## config.mk

```make
export PLATFORM = sky130hd
export DESIGN_NAME = s420_interval_ctrl_flat
export DESIGN_NICKNAME = d
export VERILOG_FILES = /design/src/rtl/s420_ctrl_pkg.sv /design/src/rtl/s420_interval_ctrl_if.sv /design/src/rtl/s420_sat_counter.sv /design/src/rtl/s420_interval_ctrl.sv /design/src/flat_wrapper.sv
export SDC_FILE = /design/constraint.sdc
export NUM_CORES = 1
export LEC_CHECK = 0
export ABC_CLOCK_PERIOD_IN_PS = 3350
export BUFFER_PORTS_ARGS = -buffer_cell sky130_fd_sc_hd__buf_2
export CORE_MARGIN = 4
export CORE_UTILIZATION = 40
export DETAILED_ROUTE_END_ITERATION = 6
export GPL_ROUTABILITY_DRIVEN = 0
export PLACE_DENSITY = 0.65
export SLEW_MARGIN = 25
export SYNTH_ARGS = -nofsm -noshare
export SYNTH_HDL_FRONTEND = slang
export SYNTH_SLANG_ARGS = --single-unit
```

## constraint.sdc

```tcl
create_clock -name CK -period 3.35 [get_ports CK]
set_clock_uncertainty 0.2 [all_clocks]
set_input_delay 0.1675 -clock CK [delete_from_list [all_inputs] [get_ports CK]]
set_output_delay 0.1675 -clock CK [all_outputs]
set_load 0.05 [all_outputs]
```

## src/rtl/s420_ctrl_pkg.sv

```systemverilog
// Shared types and constants for the s420 interval sequencer.
// Holds the FSM state encoding, default widths and the saturating-increment helper.
package s420_ctrl_pkg;

   localparam int unsigned CW_DEF = 17;
   localparam int unsigned LW_DEF = 8;
   localparam int unsigned HW_DEF = 8;

   typedef enum logic [2:0] {
      IDLE   = 3'd0,
      LOAD   = 3'd1,
      RUN    = 3'd2,
      SETTLE = 3'd3,
      REPORT = 3'd4
   } state_e;

   // Increment that sticks at max_val instead of wrapping
   function automatic logic [31:0] sat_inc(input logic [31:0] val, input logic [31:0] max_val);
      return (val >= max_val) ? val : val + 32'd1;
   endfunction

endpackage

```

## src/rtl/s420_interval_ctrl_if.sv

```systemverilog
// Host request/result handshakes plus the s420 datapath hookup (C word, P_0 enable, Z).
// The slave modport is the controller's view; master is the host/datapath side.
interface s420_interval_ctrl_if #(
   parameter int unsigned CW = s420_ctrl_pkg::CW_DEF,
   parameter int unsigned LW = s420_ctrl_pkg::LW_DEF,
   parameter int unsigned HW = s420_ctrl_pkg::HW_DEF
) ();

   logic          REQ_VALID;
   logic          REQ_READY;
   logic [CW-1:0] REQ_CW;
   logic [LW-1:0] REQ_LEN;
   logic          ABORT;
   logic [CW-1:0] C_OUT;
   logic          EN_OUT;
   logic          Z_IN;
   logic          DONE_VALID;
   logic          DONE_READY;
   logic [HW-1:0] HIT_CNT;
   logic          ABORTED;
   logic          BUSY;

   modport slave (
      input  REQ_VALID, REQ_CW, REQ_LEN, ABORT, Z_IN, DONE_READY,
      output REQ_READY, C_OUT, EN_OUT, DONE_VALID, HIT_CNT, ABORTED, BUSY
   );

   modport master (
      output REQ_VALID, REQ_CW, REQ_LEN, ABORT, Z_IN, DONE_READY,
      input  REQ_READY, C_OUT, EN_OUT, DONE_VALID, HIT_CNT, ABORTED, BUSY
   );

endinterface

```

## src/rtl/s420_sat_counter.sv

```systemverilog
// W-bit hit counter with synchronous clear and saturating increment.
module s420_sat_counter
   import s420_ctrl_pkg::*;
#(
   parameter int unsigned W = HW_DEF
) (
   input  logic         clk,
   input  logic         rst,
   input  logic         clr_i,
   input  logic         inc_i,
   output logic [W-1:0] cnt_o
);

   localparam logic [W-1:0] MAX_VAL = '1;

   logic [W-1:0] cnt_q, cnt_d;

   always_comb begin
      cnt_d = cnt_q;
      if (clr_i) begin
         cnt_d = '0;
      end else if (inc_i) begin
         cnt_d = W'(sat_inc(32'(cnt_q), 32'(MAX_VAL)));
      end
   end

   always_ff @(posedge clk) begin
      if (rst) begin
         cnt_q <= '0;
      end else begin
         cnt_q <= cnt_d;
      end
   end

   assign cnt_o = cnt_q;

endmodule

```

## src/rtl/s420_interval_ctrl.sv

```systemverilog
// Sequencer for one s420 counter/comparator: applies a C word, drives P_0 for a
// requested number of cycles, counts Z hits and returns the count over a handshake.
module s420_interval_ctrl
   import s420_ctrl_pkg::*;
#(
   parameter int unsigned CW = CW_DEF,
   parameter int unsigned LW = LW_DEF,
   parameter int unsigned HW = HW_DEF
) (
   input logic                CK,
   input logic                RST,
   s420_interval_ctrl_if.slave bus
);

   state_e        state_q, state_d;
   logic [LW-1:0] len_q, len_d;
   logic [CW-1:0] c_q, c_d;
   logic          en_q, en_d;
   logic          req_ready_q, req_ready_d;
   logic          done_valid_q, done_valid_d;
   logic          aborted_q, aborted_d;
   logic          busy_q, busy_d;
   logic          accept_c;
   logic          hit_clr_c, hit_inc_c;
   logic          abortable_c;

   assign accept_c    = (state_q == IDLE) && req_ready_q && bus.REQ_VALID;
   assign abortable_c = (state_q == LOAD) || (state_q == RUN) || (state_q == SETTLE);

   // State and registered-output flops
   always_ff @(posedge CK) begin
      if (RST) begin
         state_q      <= IDLE;
         len_q        <= '0;
         c_q          <= '0;
         en_q         <= 1'b0;
         req_ready_q  <= 1'b1;
         done_valid_q <= 1'b0;
         aborted_q    <= 1'b0;
         busy_q       <= 1'b0;
      end else begin
         state_q      <= state_d;
         len_q        <= len_d;
         c_q          <= c_d;
         en_q         <= en_d;
         req_ready_q  <= req_ready_d;
         done_valid_q <= done_valid_d;
         aborted_q    <= aborted_d;
         busy_q       <= busy_d;
      end
   end

   always_comb begin
      state_d = state_q;
      unique case (state_q)
         IDLE:    if (accept_c) state_d = LOAD;
         LOAD: begin
            if (bus.ABORT)          state_d = REPORT;
            else if (len_q != '0)   state_d = RUN;
            else                    state_d = SETTLE;
         end
         RUN: begin
            if (bus.ABORT)               state_d = REPORT;
            else if (len_q == LW'(1))    state_d = SETTLE;
         end
         SETTLE:  state_d = REPORT;
         REPORT:  if (bus.DONE_READY) state_d = IDLE;
         default: state_d = IDLE;
      endcase
   end

   // Flag outputs are a look-ahead of the next state so they line up with it
   always_comb begin
      c_d          = c_q;
      len_d        = len_q;
      aborted_d    = aborted_q;
      hit_clr_c    = 1'b0;
      hit_inc_c    = 1'b0;
      req_ready_d  = (state_d == IDLE);
      en_d         = (state_d == RUN);
      done_valid_d = (state_d == REPORT);
      busy_d       = (state_d != IDLE);

      if (accept_c) begin
         c_d       = bus.REQ_CW;
         len_d     = bus.REQ_LEN;
         aborted_d = 1'b0;
         hit_clr_c = 1'b1;
      end
      if (state_q == RUN) begin
         len_d = len_q - LW'(1);
      end
      if ((state_q == RUN) || (state_q == SETTLE)) begin
         hit_inc_c = bus.Z_IN;
      end
      if (abortable_c && bus.ABORT) begin
         aborted_d = 1'b1;
      end
   end

   s420_sat_counter #(.W(HW)) u_hit_cnt (
      .clk   (CK),
      .rst   (RST),
      .clr_i (hit_clr_c),
      .inc_i (hit_inc_c),
      .cnt_o (bus.HIT_CNT)
   );

   assign bus.C_OUT      = c_q;
   assign bus.EN_OUT     = en_q;
   assign bus.REQ_READY  = req_ready_q;
   assign bus.DONE_VALID = done_valid_q;
   assign bus.ABORTED    = aborted_q;
   assign bus.BUSY       = busy_q;

endmodule

```

## src/flat_wrapper.sv

```systemverilog
// flat-port wrapper written by rule: the top's interface ports become plain ports
module s420_interval_ctrl_flat import s420_ctrl_pkg::*;
#(
   parameter int unsigned CW = CW_DEF,
   parameter int unsigned LW = LW_DEF,
   parameter int unsigned HW = HW_DEF
)
  (CK, RST, bus_REQ_VALID, bus_REQ_CW, bus_REQ_LEN, bus_ABORT, bus_Z_IN, bus_DONE_READY, bus_REQ_READY, bus_C_OUT, bus_EN_OUT, bus_DONE_VALID, bus_HIT_CNT, bus_ABORTED, bus_BUSY);
  s420_interval_ctrl_if #(.CW(CW), .LW(LW), .HW(HW)) bus_i ();
  input logic CK;
  input logic RST;
  input wire logic [$bits(bus_i.REQ_VALID)-1:0] bus_REQ_VALID;
  input wire logic [$bits(bus_i.REQ_CW)-1:0] bus_REQ_CW;
  input wire logic [$bits(bus_i.REQ_LEN)-1:0] bus_REQ_LEN;
  input wire logic [$bits(bus_i.ABORT)-1:0] bus_ABORT;
  input wire logic [$bits(bus_i.Z_IN)-1:0] bus_Z_IN;
  input wire logic [$bits(bus_i.DONE_READY)-1:0] bus_DONE_READY;
  output wire logic [$bits(bus_i.REQ_READY)-1:0] bus_REQ_READY;
  output wire logic [$bits(bus_i.C_OUT)-1:0] bus_C_OUT;
  output wire logic [$bits(bus_i.EN_OUT)-1:0] bus_EN_OUT;
  output wire logic [$bits(bus_i.DONE_VALID)-1:0] bus_DONE_VALID;
  output wire logic [$bits(bus_i.HIT_CNT)-1:0] bus_HIT_CNT;
  output wire logic [$bits(bus_i.ABORTED)-1:0] bus_ABORTED;
  output wire logic [$bits(bus_i.BUSY)-1:0] bus_BUSY;
  assign bus_i.REQ_VALID = bus_REQ_VALID;
  assign bus_i.REQ_CW = bus_REQ_CW;
  assign bus_i.REQ_LEN = bus_REQ_LEN;
  assign bus_i.ABORT = bus_ABORT;
  assign bus_i.Z_IN = bus_Z_IN;
  assign bus_i.DONE_READY = bus_DONE_READY;
  assign bus_REQ_READY = bus_i.REQ_READY;
  assign bus_C_OUT = bus_i.C_OUT;
  assign bus_EN_OUT = bus_i.EN_OUT;
  assign bus_DONE_VALID = bus_i.DONE_VALID;
  assign bus_HIT_CNT = bus_i.HIT_CNT;
  assign bus_ABORTED = bus_i.ABORTED;
  assign bus_BUSY = bus_i.BUSY;
  s420_interval_ctrl #(.CW(CW), .LW(LW), .HW(HW)) u_core (.CK(CK), .RST(RST), .bus(bus_i));
endmodule
```

---- After elaboration in Yosys (flattened, before gate mapping) ----
Cells that the tools add are included.
word-level totals
  flip-flop bits (word level) ............. 41
  output and inout bits ................... 30
  bits of input ports ..................... 31
operators by class
  magnitude comparators ................... 1
  reductions and logical operators ........ 14
  muxes and demuxes ....................... 13
  bitwise logic cells ..................... 1
  equal/unequal tests ..................... 7
  $add $sub $neg .......................... 2
operator list
  cell                                                                   number
  8-bit 2-to-1 mux                                                       2
  3-bit 2-to-1 mux                                                       5
  3-bit case mux with 5 select lines                                     1
  3-bit by 2-bit equality test with 1-bit output, second input constant  3
  8-bit by 1-bit adder with 8-bit output, second input constant          1
  8-bit by 1-bit equality test with 1-bit output, second input constant  1
  8-bit greater-or-equal comparator, second input constant               1
  8-bit nonzero test                                                     1
  8-bit by 1-bit subtractor with 8-bit output, second input constant     1
  3-bit equality test, second input constant                             2
  3-bit zero test                                                        2
  1-bit 2-to-1 mux                                                       5
  2-bit nonzero test                                                     2
  3-bit by 1-bit equality test with 1-bit output, second input constant  1
  1-bit logical AND                                                      3
  1-bit logical OR                                                       3
  3-bit nonzero test                                                     1
  2-bit AND reduction                                                    1
  2-bit OR reduction                                                     1
  1-bit inverter                                                         1

---- Depth between registers and ports, before layout ----
Gate-level depths: netlist of the first run.
  word-level depth ........................ 6
  mapped depth ............................ 7

---- Cells and area by module ----
From an unflattened synthesis of the first run, not the netlist that was laid out.
unflattened totals
  cell total of the unflattened synthesis .. 213
  area, all modules ....................... 1840.5 µm²
by module, submodules not included
  module              instances  cells each  area each (µm²)
  s420_interval_ctrl  1          164         1415.1
  s420_sat_counter    1          49          425.4

---- Worst setup path after synthesis of the first run ----
OpenSTA, ideal clock, no wires.
  path kind ............................... register to register
  start ................................... reg u_core.u_hit_cnt.cnt_q[0] (netlist: u_core.u_hit_cnt.cnt_o[0])
  end ..................................... reg u_core.u_hit_cnt.cnt_q[6] (netlist: u_core.u_hit_cnt.cnt_o[6])
  clock period less this slack ............ 1.976 ns
  path slack .............................. 1.374 ns
  cell stages (with the launch flop) ...... 6
  required time ........................... 3.059 ns
  setup time .............................. 0.091 ns
  arrival time ............................ 1.685 ns
  cells stage by stage .................... dfxtp_1 ha_1 and4b_1 and2_2 a31oi_1 a311oi_1
on the way
  longest elaborated chain between the ends .. 3
RTL lines
  what                               RTL line                source
  from (decl)                        s420_sat_counter.sv:16  logic [W-1:0] cnt_q, cnt_d;
  from (signal assigned)             s420_sat_counter.sv:31  cnt_q <= cnt_d;
  8-bit greater-or-equal comparator  s420_ctrl_pkg.sv:19     return (val >= max_val) ? val : val + 32'd1;
  1-bit inverter (no line)           n/a
  2-bit AND reduction (no line)      n/a
Parallel ways exist; a longest one is shown, timed or not.
A chain may end at the register's enable or synchronous reset.

---- Final worst setup path of the first run ----
  start ................................... reg u_core.state_q[0]
  end ..................................... reg u_core.len_q[4]
on the way
  longest elaborated chain between the ends .. 4
RTL lines
  what                             RTL line                  source
  from (decl)                      s420_interval_ctrl.sv:15  state_e state_q, state_d;
  from (signal assigned)           s420_interval_ctrl.sv:42  state_q <= state_d;
  3-bit zero test                  s420_interval_ctrl.sv:27  assign accept_c = (state_q == IDLE) && req_ready_q && bus.REQ_VALID;
  1-bit logical AND (2 in series)  s420_interval_ctrl.sv:27
  2-bit nonzero test (no line)     n/a
  to (signal assigned)             s420_interval_ctrl.sv:43  len_q <= len_d;
  to (decl)                        s420_interval_ctrl.sv:16  logic [LW-1:0] len_q, len_d;
Parallel ways exist; a longest one is shown, timed or not.

==> flow_summary.json, run 1 <==
{
  "cts_tree": "done",
  "maxCapViolCount": 0,
  "worst_pin_slew_ns": 0.890,
  "grt_pass1_vias": 1757,
  "ios": 61,
  "grt_pass1_wl_um": 7580,
  "hpwl_um": 3080,
  "dieWidth_um": 77,
  "initial_utilization_pct": 42.6,
  "reg2reg_setup_slack_ns": 1.33,
  "slew_headroom_pct": 40.6,
  "numCtsBuffers": 5,
  "portBuffers": 60,
  "endpoint_kind": "flop",
  "ant_nets": 0,
  "synth_cell_types": 57,
  "vias": 1745,
  "layout-drive-gt1-share_pct": 29.6,
  "drtIter0Drc": 100,
  "fin_nets": 325,
  "cts_setup_buffers": 0,
  "hold_viol_final": 0,
  "clockRootBuffer": "clkbuf_8",
  "ctsResizeCount": 0,
  "cp-startpoint": "u_core.state_q[0]$_SDFF_PP0_",
  "avgSynthCellArea_um2": 9.07,
  "ys_warn_count": 0,
  "slew_violations": 0,
  "cts.sinks": 41,
  "num_antenna_cells": 0,
  "setup_tns_ns": 0,
  "viasPerCell": 5.09,
  "crit_path_max_fanout": 23,
  "die_area_um2": 5930,
  "antenna_found_initial": 0,
  "synth_nets": 245,
  "synthCells": 210,
  "synth_edf_count": 0,
  "dr.pass1.iters": 7,
  "ys_ff_latch": 41,
  "clockBufferDepth": 2,
  "hold_path_class": "in2reg",
  "status": "finished clean",
  "coreArea_um2": 4470,
  "cp_data_required_time_ns": 3.37,
  "p_total_uw": 1390,
  "ys_seq_area_share_pct": 43.1,
  "drcViolationCount": 0,
  "path_clk_slew_ns": 0.08,
  "gr-total-overflow": 0,
  "routed_wire_length_per_instance_um": 13.0,
  "synth_most_common_cell": "dfxtp_1",
  "path_class": "reg2reg",
  "async_reset_ff_share_pct": 0,
  "fmax_mhz": 495,
  "synth.top_cell.area_share_pct": 43.1,
  "arrival_ns": 2.04,
  "syn2layout_area_growth_pct": 34.2,
  "insertion_delay_ns": 0.29,
  "synth-main-ff-cell": "dfxtp_1",
  "start_kind": "flop",
  "wl_um": 4460,
  "post-route-period-util_pct": 60.3,
  "synthesis.area_um2": 1900,
  "power_density_nw_per_um2": 542,
  "netlist_top_cells_count": "dfxtp_1, nand2_1, a21oi_1",
  "holdCritStartpoint": "bus_REQ_LEN[7]",
  "setup_violations": 0,
  "r2r_start": "u_core.state_q[0]$_SDFF_PP0_",
  "leakagePower_uw": 0.00109,
  "die_h_um": 77,
  "rsz0062_at_grt": "no",
  "fin_hold_ws_ns": 0.0187,
  "h-tree-depth": 2,
  "grt_usage_pct": 15.4,
  "finalCriticalPeriod_ns": 2.02,
  "rows": 24,
  "synthTopCellsByArea": "dfxtp_1, nand2_1, a21oi_1, ha_1, nor2_1",
  "grt_max_degree": 32,
  "synth_top_cell_by_area": "dfxtp_1",
  "vdd_drop_max_mv": 0.374
}
[where the power goes]
part,switching (µW),leakage [µW],total (µW),internal [µW]
sequential,48.6,0.000335,586,537
combinational,256,0.000698,395,140
clock,161,0.0000585,404,243
[metrics by stage]
stage | area [µm²] | instances | worst slack (ns) | util, %
floorplan | 1900 | 210 | 1.37 | -
global placement | 2190 | 310 | 1.39 | 48.9
detailed placement | 2190 | 310 | 1.32 | 48.9
CTS | 2550 | 343 | 1.29 | 57.1
global route | 2550 | 343 | 1.15 | 57.1
finish | 2550 | 343 | 1.33 | 57.1
[state kept, by name (all words and copies together), names as in the netlist]
signal                  cells
u_core.bus.C_OUT           17
u_core.bus.ABORTED          1
u_core.bus.BUSY             1
u_core.bus.REQ_READY        1
u_core.bus.EN_OUT           1
u_core.state_q              3
u_core.len_q                8
u_core.u_hit_cnt.cnt_o      8
u_core.bus.DONE_VALID       1
[final timing paths]
path | end | depth (start not counted)
max | u_core.len_q[4]$_SDFFE_PP0P_ | 4
min | u_core.len_q[7]$_SDFFE_PP0P_ | 3
max reg2reg | u_core.len_q[4]$_SDFFE_PP0P_ | 4
min reg2reg | u_core.bus.C_OUT[2]$_SDFFE_PP0P_ | 2
[timing repair]
action,in CTS,in global routing
endpoints found under the hold margin,25,0
setup endpoints to repair,0,0
hold buffers,25,0
[metal layers]
layer	vias to the layer above	GRT usage [%]	part of all wire (%)
li1	907	-	-
met4	0	4.63	0.81
met5	-	0	0
met3	4	4.33	5.5
met1	793	18.3	44
met2	41	27.0	49
[cells by family after synthesis]
| family | Yosys count | share of synthesized area, % |
|---|---|---|
| muxes | 2 | 1.12 |
| xor gates and xnor gates | 3 | 1.38 |
| AOI/OAI and AO/OA | 47 | 17.7 |
| DFF | 41 | 43.1 |
| buffers and inverters | 20 | 5.85 |
| and+or+nand+nor | 92 | 27.7 |
| adders and majority gates | 5 | 3.22 |
[cell usage in the layout, fill, tap and decap left out, types with 3 or more instances in the layout]
| cell type | synthesis | final |
|---|---|---|
| buf_2 | 5 | 60 |
| dfxtp_1 | 41 | 41 |
| nand2_1 | 40 | 40 |
| dlygate4sd3_1 | 0 | 25 |
| a21oi_1 | 24 | 24 |
| nor2_1 | 12 | 12 |
| inv_1 | 8 | 8 |
| nand3_1 | 7 | 7 |
| clkbuf_8 | 0 | 6 |
| nor3_1 | 5 | 5 |
| a31oi_1 | 4 | 4 |
| ha_1 | 4 | 4 |
| nand4_1 | 3 | 3 |
[worst max-delay path: stages, from the launching register on]
cell	delay, ns
dfxtp_1	0.43
nand4bb_4	0.25
nor2_2	0.69
a222oi_1	0.25
nor2_1	0.12
[area by class of cell]
type	instances	area (µm²)
fill	390	1920
timing repair buffer	85	551
sequential	41	821
clock inverter	1	30.0
clock buffer	7	86.3
inverter	8	30.0
tap	52	65.1
multi-input combinational	149	972
(Power assumes the default switching activity.)
==> run 2: changes to the inputs <==
--- a/config.mk
+++ b/config.mk
@@ -5,7 +5,7 @@
 export SDC_FILE = /design/constraint.sdc
 export NUM_CORES = 1
 export LEC_CHECK = 0
-export ABC_CLOCK_PERIOD_IN_PS = 3350
+export ABC_CLOCK_PERIOD_IN_PS = 2000
 export BUFFER_PORTS_ARGS = -buffer_cell sky130_fd_sc_hd__buf_2
 export CORE_MARGIN = 4
 export CORE_UTILIZATION = 40
==> constraint.sdc (replaced) <==
create_clock -name CK -period 2 [get_ports CK]
set_clock_uncertainty 0.2 [all_clocks]
set_input_delay 0.1 -clock CK [delete_from_list [all_inputs] [get_ports CK]]
set_output_delay 0.1 -clock CK [all_outputs]
set_load 0.05 [all_outputs]
==> run 2 against run 1 <==
- design area is 2.5% higher
- via count up 2.9%
- clock power rose by 46%
- register-to-register slack worse by 1.2 ns
- critical path depth unchanged
- sequential share of layout area down 0.74 points
- worst setup slack got worse by 1.2 ns
- first-iteration DRC count decreased by 35%
- critical path type unchanged
==> flow_summary.json, run 2 (synthesis gave the netlist of run 1 again) <==
{
  "wl_um": 4650,
  "setup_tns_ns": 0,
  "grt_max_degree": 22,
  "rows": 24,
  "grt_pass1_wl_um": 7890,
  "post-route-period-util_pct": 92.0,
  "cts.sinks": 41,
  "pre_cts_slack_ns": 0.127,
  "drcViolationCount": 0,
  "layout_commonest_cell": "buf_2",
  "power_density_nw_per_um2": 865,
  "final_area_um2": 2620,
  "setup_violations": 0,
  "hpwl_um": 3170,
  "crit_path_max_fanout": 13,
  "layout-drive-gt1-share_pct": 31.0,
  "finalCriticalPeriod_ns": 1.84,
  "coreArea_um2": 4470,
  "fin_nets": 334,
  "insertion_delay_ns": 0.29,
  "worst_pin_slew_ns": 0.489,
  "syn2layout_area_growth_pct": 37.5,
  "h-tree-depth": 2,
  "dr.pass1.iters": 5,
  "fin_util_pct": 58.5,
  "die_h_um": 77,
  "cts_tree": "done",
  "vias": 1795,
  "maxCapViolCount": 0,
  "start_kind": "flop",
  "slew_headroom_pct": 67.3,
  "path_class": "reg2reg",
  "initial_utilization_pct": 42.6,
  "ant_nets": 0,
  "grt_pass1_vias": 1822,
  "slew_violations": 0,
  "rsz0062_at_grt": "no",
  "clockRootBuffer": "clkbuf_8",
  "fillers": 408,
  "leakagePower_uw": 0.00113,
  "path_clk_slew_ns": 0.07,
  "ios": 61,
  "portBuffers": 60,
  "status": "finished clean",
  "drtIter0Drc": 65,
  "num_antenna_cells": 0,
  "cp_data_required_time_ns": 2.00,
  "die_area_um2": 5930,
  "antenna_found_initial": 0,
  "layout_setup_ws_ns": 0.160,
  "routed_wire_length_per_instance_um": 13.2,
  "endpoint_kind": "flop",
  "largest_register_ffs": 17,
  "dpl-instance-area_um2": 2230,
  "grt_usage_pct": 16.4,
  "clockBufferDepth": 2,
  "hold_viol_final": 0,
  "gr-total-overflow": 0,
  "fmax_mhz": 544,
  "numCtsBuffers": 5,
  "viasPerCell": 5.10,
  "hold_path_class": "in2reg",
  "arrival_ns": 1.84,
  "vdd_drop_max_mv": 0.467,
  "layout_common_cells": "buf_2, nand2_1, dfxtp_1, dlygate4sd3_1, a21oi_1",
  "dieWidth_um": 77
}
## run 2: where the power goes
| part | internal (µW) | switching [µW] |
|---|---|---|
| Clock | 312 | 278 |
| Sequential | 900 | 80.4 |
| Combinational | 257 | 438 |
## run 2: cell type report
class                           instances  area [µm²]  area share, %
Clock buffer                            7        96.3           3.68
Clock inverter                          1        5.00          0.191
Inverter                                8        30.0           1.15
Tap cell                               52        65.1           2.48
Timing Repair Buffer                   94         628           24.0
Sequential cell                        41         822           31.4
Multi-Input combinational cell        149         972           37.1
## run 2: through the flow
step	hold WS [ns]	power [µW]	std cells
floorplan	-0.0301	1500	210
global placement	0.141	1650	315
detailed placement	0.147	1650	315
CTS	0.102	2290	352
global route	0.159	2390	352
finish	0.103	2260	352
## run 2: worst max-delay path: stages (launching register included)
cell and delay, ns:
dfxtp_1 0.63, inv_1 0.20, nand2b_4 0.22, nand2b_1 0.23, a311oi_1 0.27
## run 2: per-layer routing
layer / routed length, µm / up-vias / track usage (%)
li1: - / 928 / -
met1: 2070 / 819 / 18.0
met2: 2270 / 44 / 30.1
met3: 263 / 4 / 4.10
met4: 47 / 0 / 6.41
met5: 0 / - / 0
## run 2: path summary, 6_finish.rpt
path	slack, ns	to	depth (start not counted)	startpoint
setup reg to reg	0.16	u_core.u_hit_cnt.cnt_o[7]$_SDFFE_PP0P_	4	u_core.state_q[2]$_SDFF_PP0_
hold / removal	0.10	u_core.u_hit_cnt.cnt_o[2]$_SDFFE_PP0P_	4	bus_Z_IN
hold reg to reg	0.25	u_core.bus.C_OUT[10]$_SDFFE_PP0P_	2	u_core.bus.C_OUT[10]$_SDFFE_PP0P_
setup / recovery	0.16	u_core.u_hit_cnt.cnt_o[7]$_SDFFE_PP0P_	4	u_core.state_q[2]$_SDFF_PP0_
## run 2: timing repair
action	CTS	global route
gates resized for setup	0	1
hold endpoints to repair	30	0
hold buffers	29	0
setup endpoints to repair	0	2
buffers inserted	0	0
